**src/rtl/arb_mux.sv**
```systemverilog
// arb_mux -- N-channel arbiter feeding a one-entry registered output slot.
//
// Each cycle a one-hot grant is picked among the requesting channels. The
// granted channel sees in_ready when the output slot can take a word (empty,
// or being drained this cycle). An accepted word appears on out_data/out_ch
// exactly one cycle later. Drain and load can happen in the same cycle, so
// the block sustains one word per cycle.
//
// Configuration macro: ARB_MUX_RR_EN
//   defined   -> round-robin arbitration (search starts at a rotating pointer)
//   undefined -> fixed priority, lowest channel index wins (no pointer state)
//
// Parameters
//   XLEN      data width per channel
//   CH        number of input channels (2..16)
// Ports
//   clk       clock, rising edge
//   rst       asynchronous active-high reset
//   in_data   CH*XLEN   channel i at [i*XLEN +: XLEN]
//   in_valid  CH        per-channel request
//   in_ready  CH        per-channel accept (combinational, at most one high)
//   out_data  XLEN      registered selected word
//   out_valid 1         out_data holds an unconsumed word
//   out_ready 1         downstream accept
//   out_ch    clog2(CH) channel that supplied out_data

// Per-channel slice: gates the accept and contributes its data to the
// AND-OR output mux when granted.
module arb_mux_lane #(
  parameter int XLEN = 32
) (
  input  logic            rst,
  input  logic            grant,
  input  logic            slot_free,
  input  logic [XLEN-1:0] data,
  output logic            ready,
  output logic [XLEN-1:0] dsel
);
  assign ready = !rst && grant && slot_free;
  assign dsel  = grant ? data : '0;
endmodule

module arb_mux #(
  parameter int XLEN = 32,
  parameter int CH   = 4
) (
  input  logic                  clk,
  input  logic                  rst,
  input  logic [CH*XLEN-1:0]    in_data,
  input  logic [CH-1:0]         in_valid,
  output logic [CH-1:0]         in_ready,
  output logic [XLEN-1:0]       out_data,
  output logic                  out_valid,
  input  logic                  out_ready,
  output logic [$clog2(CH)-1:0] out_ch
);
  localparam int CW = $clog2(CH);

  typedef enum logic {EMPTY = 1'b0, FULL = 1'b1} state_t;

  state_t                      state, state_nxt;
  logic                        slot_free;
  logic                        xfer;
  logic [CH-1:0]               grant;
  logic [CW-1:0]               gidx;
  logic [XLEN-1:0]             gdata;
  logic [CH-1:0][XLEN-1:0]     lane_dsel;

  assign out_valid = (state == FULL);
  assign slot_free = !out_valid || out_ready;

  // ---------------------------------------------------------------------------
  // Arbitration
  // ---------------------------------------------------------------------------
`ifdef ARB_MUX_RR_EN
  logic [CW-1:0] ptr;

  // Rotating search: channel ptr has top priority, then ptr+1, wrapping.
  always_comb begin
    logic found;
    int   idx;
    grant = '0;
    found = 1'b0;
    idx   = 0;
    for (int k = 0; k < CH; k++) begin
      idx = int'(ptr) + k;
      if (idx >= CH) idx = idx - CH;
      if (!found && in_valid[idx]) begin
        grant[idx] = 1'b1;
        found      = 1'b1;
      end
    end
  end

  // Pointer moves past the winner only when a word is actually taken.
  always_ff @(posedge clk or posedge rst) begin
    if (rst)
      ptr <= '0;
    else if (xfer)
      ptr <= (gidx == CW'(CH-1)) ? '0 : gidx + CW'(1);
  end
`else
  // Fixed priority: lowest requesting index wins.
  always_comb begin
    logic found;
    grant = '0;
    found = 1'b0;
    for (int k = 0; k < CH; k++) begin
      if (!found && in_valid[k]) begin
        grant[k] = 1'b1;
        found    = 1'b1;
      end
    end
  end
`endif

  // ---------------------------------------------------------------------------
  // Per-channel lanes: accept gating and data select
  // ---------------------------------------------------------------------------
  for (genvar i = 0; i < CH; i++) begin : g_lane
    arb_mux_lane #(.XLEN(XLEN)) u_lane (
      .rst       (rst),
      .grant     (grant[i]),
      .slot_free (slot_free),
      .data      (in_data[i*XLEN +: XLEN]),
      .ready     (in_ready[i]),
      .dsel      (lane_dsel[i])
    );
  end

  // Grant is one-hot, so OR-reducing the gated lane data and the lane indices
  // yields the winner's word and index without a priority encoder.
  always_comb begin
    gdata = '0;
    gidx  = '0;
    for (int k = 0; k < CH; k++) begin
      gdata = gdata | lane_dsel[k];
      if (grant[k]) gidx = gidx | CW'(k);
    end
  end

  assign xfer = |(in_valid & in_ready);

  // ---------------------------------------------------------------------------
  // Output slot FSM
  // ---------------------------------------------------------------------------
  always_ff @(posedge clk or posedge rst) begin
    if (rst) state <= EMPTY;
    else     state <= state_nxt;
  end

  always_comb begin
    state_nxt = state;
    case (state)
      EMPTY: if (xfer) state_nxt = FULL;
      FULL:  if (out_ready && !xfer) state_nxt = EMPTY;
      default: state_nxt = EMPTY;
    endcase
  end

  // Payload only changes on a load; a plain drain leaves the last word visible.
  always_ff @(posedge clk or posedge rst) begin
    if (rst) begin
      out_data <= '0;
      out_ch   <= '0;
    end else if (xfer) begin
      out_data <= gdata;
      out_ch   <= gidx;
    end
  end

endmodule

```
**config.mk**
```make
export PLATFORM = sky130hd
export DESIGN_NAME = arb_mux
export DESIGN_NICKNAME = d
export VERILOG_FILES = /design/src/rtl/arb_mux.sv
export SDC_FILE = /design/constraint.sdc
export NUM_CORES = 1
export LEC_CHECK = 0
export CAP_MARGIN = 10
export CORE_ASPECT_RATIO = 0.8
export CORE_MARGIN = 2
export CORE_UTILIZATION = 39
export CTS_BUF_LIST = sky130_fd_sc_hd__clkbuf_2 sky130_fd_sc_hd__clkbuf_4 sky130_fd_sc_hd__clkbuf_8
export CTS_CLUSTER_DIAMETER = 200
export DETAILED_ROUTE_END_ITERATION = 12
export GPL_TIMING_DRIVEN = 0
export PLACE_DENSITY_LB_ADDON = 0.3
export SYNTH_ARGS = -nofsm -noshare
export SYNTH_HDL_FRONTEND = slang
export SYNTH_SLANG_ARGS = --single-unit
```
**constraint.sdc**
```tcl
create_clock -name clk -period 4.2 [get_ports clk]
set_input_delay 1.26 -clock clk [delete_from_list [all_inputs] [get_ports clk]]
set_output_delay 1.26 -clock clk [all_outputs]
set_load 0.05 [all_outputs]
```
==> impl_results.md, run 1 <==
- Worst Max-Slew Pin Slew: 0.6160 ns
- Post-synth top cells: dfrtp_1 (35), inv_1 (34), a21oi_1 (32), a22o_1 (32), nand3b_1 (32)
- Port Buffers: 171
- Num Clock Sinks: 35
- Worst-skew pair later-pin latency: 0.28 ns
- Setup Skew: 0.008527 ns
- Crit start category: input pin
- Chip Width: 99.81 µm
- Total CTS buffers: 5
- Root Driver: clkbuf_8
- Slew Limit Fails: 0
- Core footprint: 6993 µm²
- Pin count of the biggest net entering global routing: 39
- Post-Syn Nets: 422
- Post-layout util: 68.58%
- Hold-fix buffers, CTS: 0
- Async SR Flop Fraction: 100.0%
- Via density: 5.583
- CP Launch Point: in_valid[3]
- CP required: 2.94 ns
- Fillers: 570
- Die H: 80.65 µm
- Synth cell types: 29
- Power density cells: 296.4 nW/µm²
- H-tree Lvls: 2
- Starting Density: 40.96%
- Hold_ws: 0.5199 ns
- Antenna violations before repair: 0
- Max-cap violations: 0
- R2R Path Start: out_valid
- LEAKAGE: 1.899 nW
- RSZ-0062 raised after global routing: no
- Register area share after synthesis: 30.58%
- N_diodes: 0
- EDFF count, synth: 0
- Routed length per instance: 18.59 µm
- Global placement routability congestion: 0.8163
- Mapped Cells: 287
- Period minus WS final: 4.117 ns
- GR Overflow Total: 0
- Hold Vio Cnt, Final: 0
- Synthesis-to-layout area growth: 67.45%
- Reg2Reg Depth: 5
- Worst Hold Depth: 1
- Number of global-route vias before repair: 3,302
- Most frequent cell after synthesis: dfrtp_1
- Post-synth top area share: 30.58%
- Detail Route Antenna Nets: 0
- Total wire length: 10,260 µm
- Critical path arrival: 2.86 ns
- VDD IR max: 0.1654 mV
- Ys flop type: dfrtp_1
- Yosys reg bits: 35
- Mean Syn Cell Area: 9.979 µm²
- Crit. End Element: primary output
- Post-route DRC violation count: 0
- Max FO, Critical Path: 10
- Synthesis Warnings: 0
- Synth top area cells: dfrtp_1 (31%), a2bb2oi_2 (16%), a2111oi_1 (10%)
- Total number of vias: 3,082
- Synthesized area: 2864 µm²
- Final period util: 98.02%
- DP HPWL: 7883 µm
- First DRT Iteration DRCs: 102
- Max transition margin: 58.93%
- Fmax: 242.9 MHz
- First drt pass iteration count: 4
- Clock Tree Buf Depth: 2
- Cell taking the most area after synthesis: dfrtp_1
- All-Layer GR Usage: 25.50%
- Share of cells above drive strength 1: 16.56%
- HP Class: reg -> reg
- Setup CP Type: in -> out
- First-pass GRT wire length: 16,200 µm
- Die area: 8049 µm²
- Status: complete, no violations
- IO Pins: 174
- Final setup viols: 0
- Clock-pin slew on the worst setup and hold paths: 0.07 ns
- CTS tree: yes
- Hold path start: out_ch[1]
- Row cnt: 27
- Total Nets Final: 599
## placed cells by master, fill, tap and decap left out
cell type / count
buf_4: 10
clkdlybuf4s50_1: 166
nor3_4: 1
a2111oi_0: 3
nor4b_4: 1
dfrtp_1: 35
nor2_1: 4
buf_6: 7
nand3_1: 1
o32a_1: 1
inv_16: 1
o21ai_0: 1
o221a_2: 1
buf_1: 1
clkbuf_8: 5
nor3_1: 1
a22o_1: 32
buf_2: 9
clkdlybuf4s15_2: 2
a2bb2oi_2: 30
clkinv_2: 1
nor2b_1: 1
nand2b_1: 1
clkbuf_2: 3
a21oi_1: 32
inv_1: 33
nand3b_1: 32
a2111oi_1: 29
clkbuf_4: 4
nor4b_2: 1
a2bb2oi_1: 2
nor4_4: 1
clkbuf_1: 10
a31oi_1: 1
and3_1: 2
## logic make-up after synthesis
logic type	count (synthesis)	share of synthesized area (%)
AND/OR/NAND/NOR	46	12.58
buffers and inverters	74	12.93
flip-flops	35	30.58
AO/OA/AOI/OAI	132	43.91
## per-layer routing
| layer | global-route usage, % | vias to the layer above | part of all wire (%) |
|---|---|---|---|
| met3 | 6.876 | 8 | 8.4 |
| li1 | - | 1465 | - |
| met5 | 0 | - | 0 |
| met4 | 6.027 | 0 | 1.1 |
| met1 | 30.55 | 1474 | 42 |
| met2 | 45.68 | 135 | 49 |
## power by group
group          internal [mW]  total [mW]  switching, mW  leakage (nW)
clock network          0.130       0.254          0.124        0.0491
registers              0.393       0.435         0.0424         0.386
logic                  0.349       0.733          0.384          1.46
total                  0.871        1.42          0.550          1.90
## repair_timing
| item | 4_1_cts | 5_1_grt |
|---|---|---|
| setup buffers | 1 | 0 |
| resized for setup | 27 | 5 |
| endpoints found under the setup margin | 4 | 3 |
## worst max-delay path: stages
cell,delay (ns)
clkdlybuf4s50_1,0.59
nor4b_4,0.25
buf_4,0.22
and3_1,0.18
buf_4,0.10
buf_2,0.25
## sequential cells by signal (all words and copies together), names as in the netlist
signal     flops
out_data      32
out_ch         2
out_valid      1
## worst paths after layout
kind / endpoint / slack [ns]
setup / recovery: in_ready[3] / 0.08
min in group asynchronous: out_data[9] / 1.53
hold / removal: out_ch[1] / 0.52
hold reg to reg: out_ch[1] / 0.52
max in group asynchronous: out_data[15] / 2.50
setup reg to reg: out_data[1] / 2.43
## metrics by stage
stage / area (µm²) / total power, mW / worst slack (ns) / setup TNS (ns) / instances
floorplan: 2864 / 0.8728 / 0.2427 / 0 / 287
global placement: 4684 / 1.163 / -1.527 / -4.367 / 545
detailed placement: 4684 / 1.173 / -1.018 / -3.372 / 545
CTS: 4792 / 1.430 / 0.03164 / 0 / 553
global route: 4796 / 1.486 / 0.002820 / 0 / 552
finish: 4796 / 1.422 / 0.08311 / 0 / 552
## area by class of cell
type,count,area [µm²],share of cell area [%]
Buffer,38,245.2,5.113
Multi-Input combinational cell,178,1624,33.86
Tap cell,87,108.9,2.270
Clock buffer,7,83.83,1.748
Timing Repair Buffer,172,1709,35.64
Sequential cell,35,875.8,18.26
Clock inverter,1,5.005,0.1044
Inverter,34,143.9,3.000
Note: power is estimated with default switching activity, not from simulation.
==> run 2, diff against run 1 <==
CORE_UTILIZATION = 38   (was 39)
SYNTH_HIERARCHICAL = 1   (was not set)
==> run 2 against run 1 <==
Effect of this change:
- flip-flop and latch count unchanged
- count of clock-buffer cells in the layout stayed put
- largest cell class unchanged
- non-clock buffer count decreased by 21
- worst setup slack better by 0.039 ns
- critical path type unchanged
- critical endpoint unchanged
- clock power is 4% lower
- register-to-register slack got worse by 0.03 ns
- power rose by 16%
- design area shrank 0.16%
==> impl_results.md, run 2 <==
- First DRT Iteration DRCs: 44
- Crit. End Element: primary output
- Comb pwr share: 56.1%
- Final period util: 97.08%
- Sequential fraction of design power: 29.1%
- CTS tree: yes
- Internal: 994.6 µW
- Num Clock Sinks: 35
- Detail Route Antenna Nets: 0
- Synthesized area: 2804 µm²
- Post-Synth Simple-Gate Area: 46.18%
- First-pass GRT wire length: 13,480 µm
- Setup TNS: 0 ns
- Switching Share: 39.84%
- Post-synth top area share: 34.27%
- Max FO, Critical Path: 6
- Row cnt: 27
- Global placement routability congestion: 0.8056
- Post-route DRC violation count: 0
- Fmax: 245.2 MHz
- Mean Syn Cell Area: 10.70 µm²
- Hold Vio Cnt, Final: 0
- Total CTS buffers: 5
- Clock Tree Buf Depth: 2
- Worst-skew pair later-pin latency: 0.28 ns
- Antenna violations before repair: 0
- VDD IR max: 0.1679 mV
- Most frequent cells in the layout: clkdlybuf4s50_1 (167), and2_2 (128), dfrtp_1 (35), or4_1 (32), mux2_4 (30)
- Pin count of the biggest net entering global routing: 21
- Die area: 8086 µm²
- Reg2Reg Depth: 6
- Period minus WS final: 4.078 ns
- Via density: 4.878
- Post-synth top cells: and2_2 (128), dfrtp_1 (35), or4_1 (32), mux2_4 (30), clkbuf_2 (12)
- Root Driver: clkbuf_8
- Total wire length: 8629 µm
- N_diodes: 0
- Synthesis Warnings: 6
- All-Layer GR Usage: 21.42%
- R2R Path Start: out_valid
- GR Overflow Total: 0
- H-tree Lvls: 2
- Synth cell types: 20
- Clock-pin slew on the worst setup and hold paths: 0.07 ns
- Hold_ws: 0.5027 ns
- Max-cap violations: 0
- Status: complete, no violations
- Hold-fix buffers, CTS: 0
- Power density cells: 345.2 nW/µm²
- RSZ-0062 raised after global routing: no
- Setup Skew: 0.004568 ns
- Critical path arrival: 2.82 ns
- Max reg flops: 32
- Post-Syn Nets: 397
- Worst Max-Slew Pin Slew: 0.8536 ns
- Max transition margin: 43.03%
- Synthesis-to-layout area growth: 70.77%
- Mux share of post-synthesis cell area: 17.27%
- Chip Width: 100.0 µm
- Crit start category: input pin
- Share of cells above drive strength 1: 44.59%
- Core footprint: 7027 µm²
- RR Endpoint: out_data[30]
- Ys flop type: dfrtp_1
- Number of global-route vias before repair: 2,769
- CP Launch Point: in_valid[2]
- Starting Density: 39.90%
- Synth top area cells: and2_2 (34%), dfrtp_1 (31%), mux2_4 (16%)
- Most frequent cell after synthesis: and2_2
- Synth Area in Compound Gates: 1.696%
- Register area share after synthesis: 31.24%
- Die H: 80.83 µm
- Reg-to-reg slack, setup: 2.40 ns
- Final setup viols: 0
- Xor/xnor share of the synthesized area: 0%
- Sw power: 658.6 µW
- CP required: 2.94 ns
- Async SR Flop Fraction: 100.0%
- Share of power burned in the clock network: 14.8%
- Setup CP Type: in -> out
- LEAKAGE: 2.173 nW
- Total number of vias: 2,590
- Dominant combinational cell family by area after synthesis: simple AND/OR/NAND/NOR gates
- DP HPWL: 6904 µm
- Top reg by flops: out_data
- EDFF count, synth: 0
- Routed length per instance: 16.25 µm
- Power Total: 1.653 mW
- Mapped Cells: 262
- Commonest non-fill, non-tap cell in the layout: clkdlybuf4s50_1
- HP Class: reg -> reg
- Slew Limit Fails: 0
- Total Nets Final: 578
- Cell taking the most area after synthesis: and2_2
- Port Buffers: 173
- IO Pins: 174
- Yosys reg bits: 35
- Adder-cell share of the synthesized area: 0%
- CP endpoint: in_ready[3]
- First drt pass iteration count: 4
## run 2: through the flow
stage                     util, %  worst slack [ns]  std cells  cell area [µm²]
after floorplan                 -            0.8214        262             2804
after global placement      66.10           -0.9253        522             4644
after detailed placement    66.49           -0.9394        523             4672
after CTS                   68.14            0.1094        531             4788
after global routing        68.14           0.04775        531             4788
final                       68.14            0.1225        531             4788
## run 2: cell families (layout without fill, tap and decap cells)
| family | count (synthesis) | in the layout |
|---|---|---|
| compound gates | 4 | 4 |
| buf+inv | 17 | 199 |
| flops | 35 | 35 |
| mux | 33 | 33 |
| simple gates | 173 | 173 |
## run 2: repair_timing
item                       CTS  global route
setup endpoints to repair    4             0
buffers inserted             0             0
resized for setup           19             0
## run 2: cell type report
type	instances	area, µm²
Multi-Input combinational cell	210	1852
Sequential cell	35	875.8
Inverter	2	7.507
Tap cell	87	108.9
Timing Repair Buffer	174	1762
Clock inverter	1	5.005
Clock buffer	7	83.83
Buffer	15	93.84
Fill cell	577	2238
## run 2: power groups by stage
stage | combinational [mW] | clock, mW | sequential [mW]
2_1_floorplan | 0.230 | 0 | 0.812
3_3_place_gp | 0.919 | 0 | 0.483
3_5_place_dp | 0.931 | 0 | 0.485
4_1_cts | 0.935 | 0.255 | 0.481
5_1_grt | 0.969 | 0.269 | 0.493
6_report | 0.927 | 0.245 | 0.481
## run 2: worst min path at each step
stage,cells after the start,end,start,slack (ns)
detailed placement,1,out_data[23],out_data[23],0.48
floorplan,2,out_ch[1],out_ch[1],0.77
global route,1,out_data[24],out_data[24],0.52
CTS,1,out_data[23],out_data[23],0.50
global placement,1,out_data[23],out_data[23],0.47
finish,1,out_data[23],out_data[23],0.50
## run 2: metal layers
metal	wire length [µm]	track usage, %	vias to the layer above
li1	-	-	1253
met1	3588	24.99	1235
met2	4396	39.59	98
met3	571	5.766	4
met4	72	4.932	0
met5	0	0	-
## run 2: worst max-delay path: stages
cell	delay [ns]
clkdlybuf4s50_1	0.47
nand2b_1	0.22
nor3_4	0.25
and3b_2	0.25
clkdlybuf4s15_2	0.37
